### config.mk
export PLATFORM = sky130hd
export DESIGN_NAME = cmd_capture
export DESIGN_NICKNAME = d
export VERILOG_FILES = /design/src/rtl/cmd_capture.sv
export SDC_FILE = /design/constraint.sdc
export NUM_CORES = 1
export LEC_CHECK = 0
export ABC_AREA = 1
export CORE_ASPECT_RATIO = 1.75
export CORE_MARGIN = 2
export CORE_UTILIZATION = 60
export CTS_CLUSTER_DIAMETER = 50
export DETAILED_ROUTE_END_ITERATION = 10
export PLACE_DENSITY = 0.82
export SLEW_MARGIN = 40
export SYNTH_ARGS = -nofsm -noshare
export SYNTH_HDL_FRONTEND = slang
export SYNTH_SLANG_ARGS = --single-unit
### constraint.sdc
create_clock -name clk -period 2.7 [get_ports clk]
set_input_delay 0.27 -clock clk [delete_from_list [all_inputs] [get_ports clk]]
set_output_delay 0.27 -clock clk [all_outputs]
set_load 0.01 [all_outputs]
### src/rtl/cmd_capture.sv
// Operator push-button capture: two-flop sync, per-button debounce, and a one-hot
// command register with a pending flag that the core acknowledges.
module cmd_capture #(
  parameter int DEBOUNCE_CYCLES = 250000,
  parameter int CNT_W           = 18
) (
  input  logic       clk,
  input  logic       rst,
  input  logic [3:0] btnRaw,
  input  logic       clrCmd,
  input  logic       cmdAck,
  output logic [3:0] lastCmd,
  output logic       cmdStrobe,
  output logic       cmdValid,
  output logic       deci,
  output logic       cmdOverrun
);

  localparam logic [0:0]       IDLE     = 1'b0;
  localparam logic [0:0]       PEND     = 1'b1;
  localparam logic [CNT_W-1:0] CNT_LAST = CNT_W'(DEBOUNCE_CYCLES - 1);

  logic [3:0] s1_reg;
  logic [3:0] s2_reg;
  logic [3:0] rise;
  logic [3:0] sel;
  logic [0:0] state_reg;

  always_ff @(posedge clk) begin
    if (rst) begin
      s1_reg <= 4'h0;
      s2_reg <= 4'h0;
    end else begin
      s1_reg <= btnRaw;
      s2_reg <= s1_reg;
    end
  end

  for (genvar gi = 0; gi < 4; gi++) begin : g_db
    logic [CNT_W-1:0] cnt_reg;
    logic             db_reg;

    always_ff @(posedge clk) begin
      if (rst) begin
        cnt_reg <= '0;
        db_reg  <= 1'b0;
      end else if (s2_reg[gi] == db_reg) begin
        cnt_reg <= '0;
      end else if (cnt_reg == CNT_LAST) begin
        db_reg  <= s2_reg[gi];
        cnt_reg <= '0;
      end else begin
        cnt_reg <= cnt_reg + 1'b1;
      end
    end

    // Press fires on the same edge the debounced level rises.
    assign rise[gi] = s2_reg[gi] & ~db_reg & (cnt_reg == CNT_LAST);
  end

  // Isolate the lowest set bit: bit0 has highest priority, others are dropped.
  assign sel = rise & (~rise + 4'd1);

  always_ff @(posedge clk) begin
    if (rst) begin
      state_reg  <= IDLE;
      lastCmd    <= 4'h0;
      cmdStrobe  <= 1'b0;
      cmdOverrun <= 1'b0;
    end else begin
      cmdStrobe <= 1'b0;
      if (clrCmd) begin
        state_reg  <= IDLE;
        lastCmd    <= 4'h0;
        cmdOverrun <= 1'b0;
      end else if (sel != 4'h0) begin
        if (state_reg == PEND) begin
          cmdOverrun <= 1'b1;
        end
        state_reg <= PEND;
        lastCmd   <= sel;
        cmdStrobe <= 1'b1;
      end else if (cmdAck) begin
        state_reg <= IDLE;
      end
    end
  end

  assign cmdValid = (state_reg == PEND);
  assign deci     = cmdValid;

endmodule

Yosys cells after proc, flatten, opt, wreduce, memory -nomap -nowiden --
Index checks and enable logic that the tools add are counted. W data, S select, Z words.
Cells by class: equal/unequal tests 8, reduce and logical (&&, ||, !) cells 12, bitwise operators 18, multiplexer cells 3, add/subtract/negate cells 5
Operators with widths (count):
- $add A18 B1 Y18 const B | 4
- $eq A18 B18 Y1 const B | 4
- $reduce_or A3 Y1 | 4
- $reduce_and A2 Y1 | 5
- $and A1 B1 Y1 | 8
- $not A1 Y1 | 8
- $add A4 B1 Y4 const B | 1
- $and A4 B4 Y4 | 1
- $eq A1 B1 Y1 | 4
- $not A4 Y4 | 1
- $reduce_bool A4 Y1 | 1
- $mux W1 | 3
- $reduce_bool A2 Y1 | 1
- $reduce_or A2 Y1 | 1
Storage, ports and cells: output and inout port bits 8, flip-flop bits (word level) 91

Logic depth before layout (Yosys ltp) --
word-level depth 8, mapped depth 11, gate-level depth less buffers 11

Worst setup path before layout --
OpenSTA, ideal clock, no wires.
kind flip-flop to flip-flop, start register g_db[0].cnt_reg[0], end register g_db[0].cnt_reg[16], stages on the path, launching flop included 10, library setup time 115 ps, arrival time 1353 ps, required time 2585 ps, clock period less this slack 1469 ps, path slack 1231 ps, cells stage by stage dfxtp_1 > ha_1 > nand2_2 > nor3_4 > nand2_2 > inv_2 > nand2_4 > nor2_4 > xnor2_1 > nor2_2
On the way: word-level cells in the longest chain between the ends 2, elaborated cells on any way between the ends 3, those cells by class add/sub: 1; eq/ne: 1; reduce/logical: 1
Ends and longest elaborated chain:
- start, declared | line 40 | logic [CNT_W-1:0] cnt_reg;
- start signal, assigned | line 53 | cnt_reg <= cnt_reg + 1'b1;
- branches (longest 2 deep; another with $add A18 B1 Y18)
Several ways; the timed one is not identified. A chain may end at the register's enable or synchronous reset.

Worst setup path in the final report --
start register g_db[1].cnt_reg[0], end register g_db[1].cnt_reg[4]
On the way: word-level cells in the longest chain between the ends 2, elaborated cells on any way between the ends 3, those cells by class add/sub: 1; eq/ne: 1; reduce/logical: 1
Ends and longest elaborated chain (line):
- start, declared | 40
- start signal, assigned | 53
- branches (longest 2 deep; another with $add A18 B1 Y18)
Several ways; the timed one is not identified.

==> summary.txt <==
Setup path
  • Crit path from: g_db[1].cnt_reg[0]
  • Slowest cell on the critical path: nand3b_1
  • Worst EP arrival: 2.20 ns
  • Crit path max fanout: 13
  • Worst r2r src: g_db[1].cnt_reg[0]
  • Slowest stage delay, CP: 0.41 ns
  • Crit path cell chain: ha_1 > nand2_2 > nor2_1 > nand4_1 > nand3b_1 > inv_1 > o21ai_0 > nor2_1
  • CP dominant cell by count: nor2_1
  • Worst R2R Path Depth: 8
  • CP Capture Type: register
  • Crit Path Class: reg2reg
  • Crit start category: register
  • Worst path required time: 2.94 ns

Flow run
  • Max_cap viols: 0

Hold path
  • Worst hold path depth: 2
  • Hold wc startpoint: s1_reg[1]
  • Class of the worst hold path: reg2reg

Floorplan
  • Core area: 0.00686 mm^2
  • Num rows: 40
  • I/O Pins: 16
  • Die Wd: 67.7 um
  • Initial core utilization: 0.620
  • Die area: 0.00781 mm^2
  • DIE HEIGHT: 115 um

Detailed routing
  • Routed Antenna Nets: 0
  • Via Count: 3,558
  • Post-route DRC: 0
  • Initial drt markers: 215
  • Routed len/inst: 12.0 um
  • Avg Vias per Cell: 5.27
  • Detailed Routing Iterations Pass 1: 4
  • Total wire length: 8110 um

Yosys
  • Post-Syn Nets: 583
  • Mean Syn Cell Area: 7.50 um^2
  • Top cells by count, synth: nor2_1, dfxtp_1, nand2_1
  • Synth Flop Type: dfxtp_1
  • Async set or reset register ratio after synthesis: 0
  • Largest cells by area after synthesis: dfxtp_1, nor2_1, nand2_1
  • Synth cell types: 37
  • Ys Warns: 0
  • Sequential share of the synthesized area: 0.428
  • Yosys top cell area share: 0.428
  • Most frequent cell after synthesis: nor2_1
  • Largest area contributor in the netlist: dfxtp_1
  • Netlist area before placement: 0.00425 mm^2
  • Synth Instances: 567
  • Post-synth EDFFs: 0
  • Synthesized flop and latch total: 91

CTS
  • Number of H-tree levels: 3
  • Clk root buf: clkbuf_16
  • Cts bufs inserted: 9
  • CTS Sinks: 91
  • Number of setup buffers added after CTS: 0
  • Hold_buf cts: 0
  • Post-CTS sizing: 0
  • Later-pin clock latency in the skew report: 0.34 ns
  • CTS tree: built
  • Clk buf depth: 2
  • Worst-path clk slew: 0.06 ns

STA
  • Finish-stage setup viols: 0
  • Measured slew at the worst slew-check pin: 0.485 ns
  • Setup TNS: 0 ns
  • Unrepaired setup endpoints after global routing: false
  • Fmax: 510 MHz
  • Max-slew violations: 0
  • Clk_skew: 0.00547 ns
  • Crit path time final: 1.96 ns
  • Final hold violations: 0
  • Relative slew slack: 0.676
  • Fin crit share: 0.726
  • Final hold slack: 0.405 ns

Global route
  • Number of antenna violations at the first check in global routing: 0
  • All-Layer GR Usage: 0.237
  • First-pass GRT wire length: 14,200 um
  • Vias in the first global route: 3,534
  • GRT overflow: 0
  • Largest net degree at the start of global routing: 17

Final layout
  • Area of the multi-input gates: 0.00206 mm^2
  • Finished Cell Area: 0.00471 mm^2
  • Max reg flops: 72
  • FF/Latch Area: 0.00182 mm^2
  • Layout Nets: 602
  • Layout Area Growth over Synthesis: 10.8%
  • Share of layout cells above drive strength 1: 0.108
  • Number of diodes: 0
  • FILL cells: 550

Status
  • Outcome: finished, final reports clean

Placement
  • Detailed Place HPWL: 5770 um
  • DP Area: 0.00446 mm^2
  • IO buf count: 15
  • Routability cong.: 0.888

Power and ir drop
  • Pwr Density: 531 mW/mm^2
  • Clock share of power: 0.442
  • NetSw: 0.513 mW
  • Worst VDD drop: 0.475 mV
  • Total power: 2.51 mW
  • Sw frac: 0.205
  • Leakage power: 1.69 nW
  • Internal: 1.99 mW
  • Sequential share of power: 0.540
  • Comb power frac: 0.018
-- layer usage --
layer	up-vias	routed length, um	track usage
met3	19	258	0.0528
met1	1628	3230	0.243
met5	-	0	0
met4	0	218	0.133
met2	68	4410	0.427
li1	1843	-	-
-- cell families (layout without fill, tap and decap cells) --
logic type,after synthesis,count (layout),share of synthesized area
adder cells (fa/ha/maj),8,8,0.0235
AND/OR/NAND/NOR,296,296,0.347
XOR/XNOR,20,20,0.0412
flip-flops,91,91,0.428
buffers and inverters,93,117,0.0879
AO/OA/AOI/OAI,59,59,0.0721
-- power groups by stage --
stage / clock, mW / combinational (mW) / sequential, mW
2_1_floorplan: 0 / 0.0321 / 1.38
3_5_place_dp: 0 / 0.0451 / 1.38
3_3_place_gp: 0 / 0.0433 / 1.38
6_report: 1.11 / 0.0450 / 1.35
5_1_grt: 1.17 / 0.0520 / 1.35
4_1_cts: 1.13 / 0.0456 / 1.35
-- final cells by class --
type                            count  area share
Clock inverter                      2     0.00265
Timing Repair Buffer               15      0.0318
Sequential cell                    91       0.386
Multi-Input combinational cell    383       0.437
Tap cell                           84      0.0223
Inverter                           86      0.0685
Clock buffer                       14      0.0518
-- final timing paths --
kind	slack, ns	endpoint
setup reg to reg	0.74	g_db[1].cnt_reg[4]
setup / recovery	0.74	g_db[1].cnt_reg[4]
hold / removal	0.40	s2_reg[1]
hold reg to reg	0.40	s2_reg[1]
-- critical path: cells and delay by family, from the launching register on --
kind                     cells  cell delay, ns
flip-flops                   1            0.37
adder cells (fa/ha/maj)      1            0.20
AND/OR/NAND/NOR              5            0.95
buffers and inverters        1            0.21
AO/OA/AOI/OAI                1            0.13
-- through the flow --
step | util | std cells | setup slack, ns
2_1_floorplan | - | 567 | 1.23
3_3_place_gp | 0.650 | 659 | 0.665
3_5_place_dp | 0.650 | 659 | 0.575
4_1_cts | 0.688 | 675 | 0.744
5_1_grt | 0.688 | 675 | 0.536
6_report | 0.688 | 675 | 0.739
-- placed cells by master (no fill, tap or decap), types with 13 or more instances in the layout --
master / instances
a21oi_1: 34
clkdlybuf4s50_1: 15
dfxtp_1: 91
inv_1: 73
inv_2: 13
nand2_1: 88
nand3_1: 30
nand4_1: 18
nor2_1: 95
o21ai_0: 16
xor2_1: 13
(Power assumes the default switching activity.)
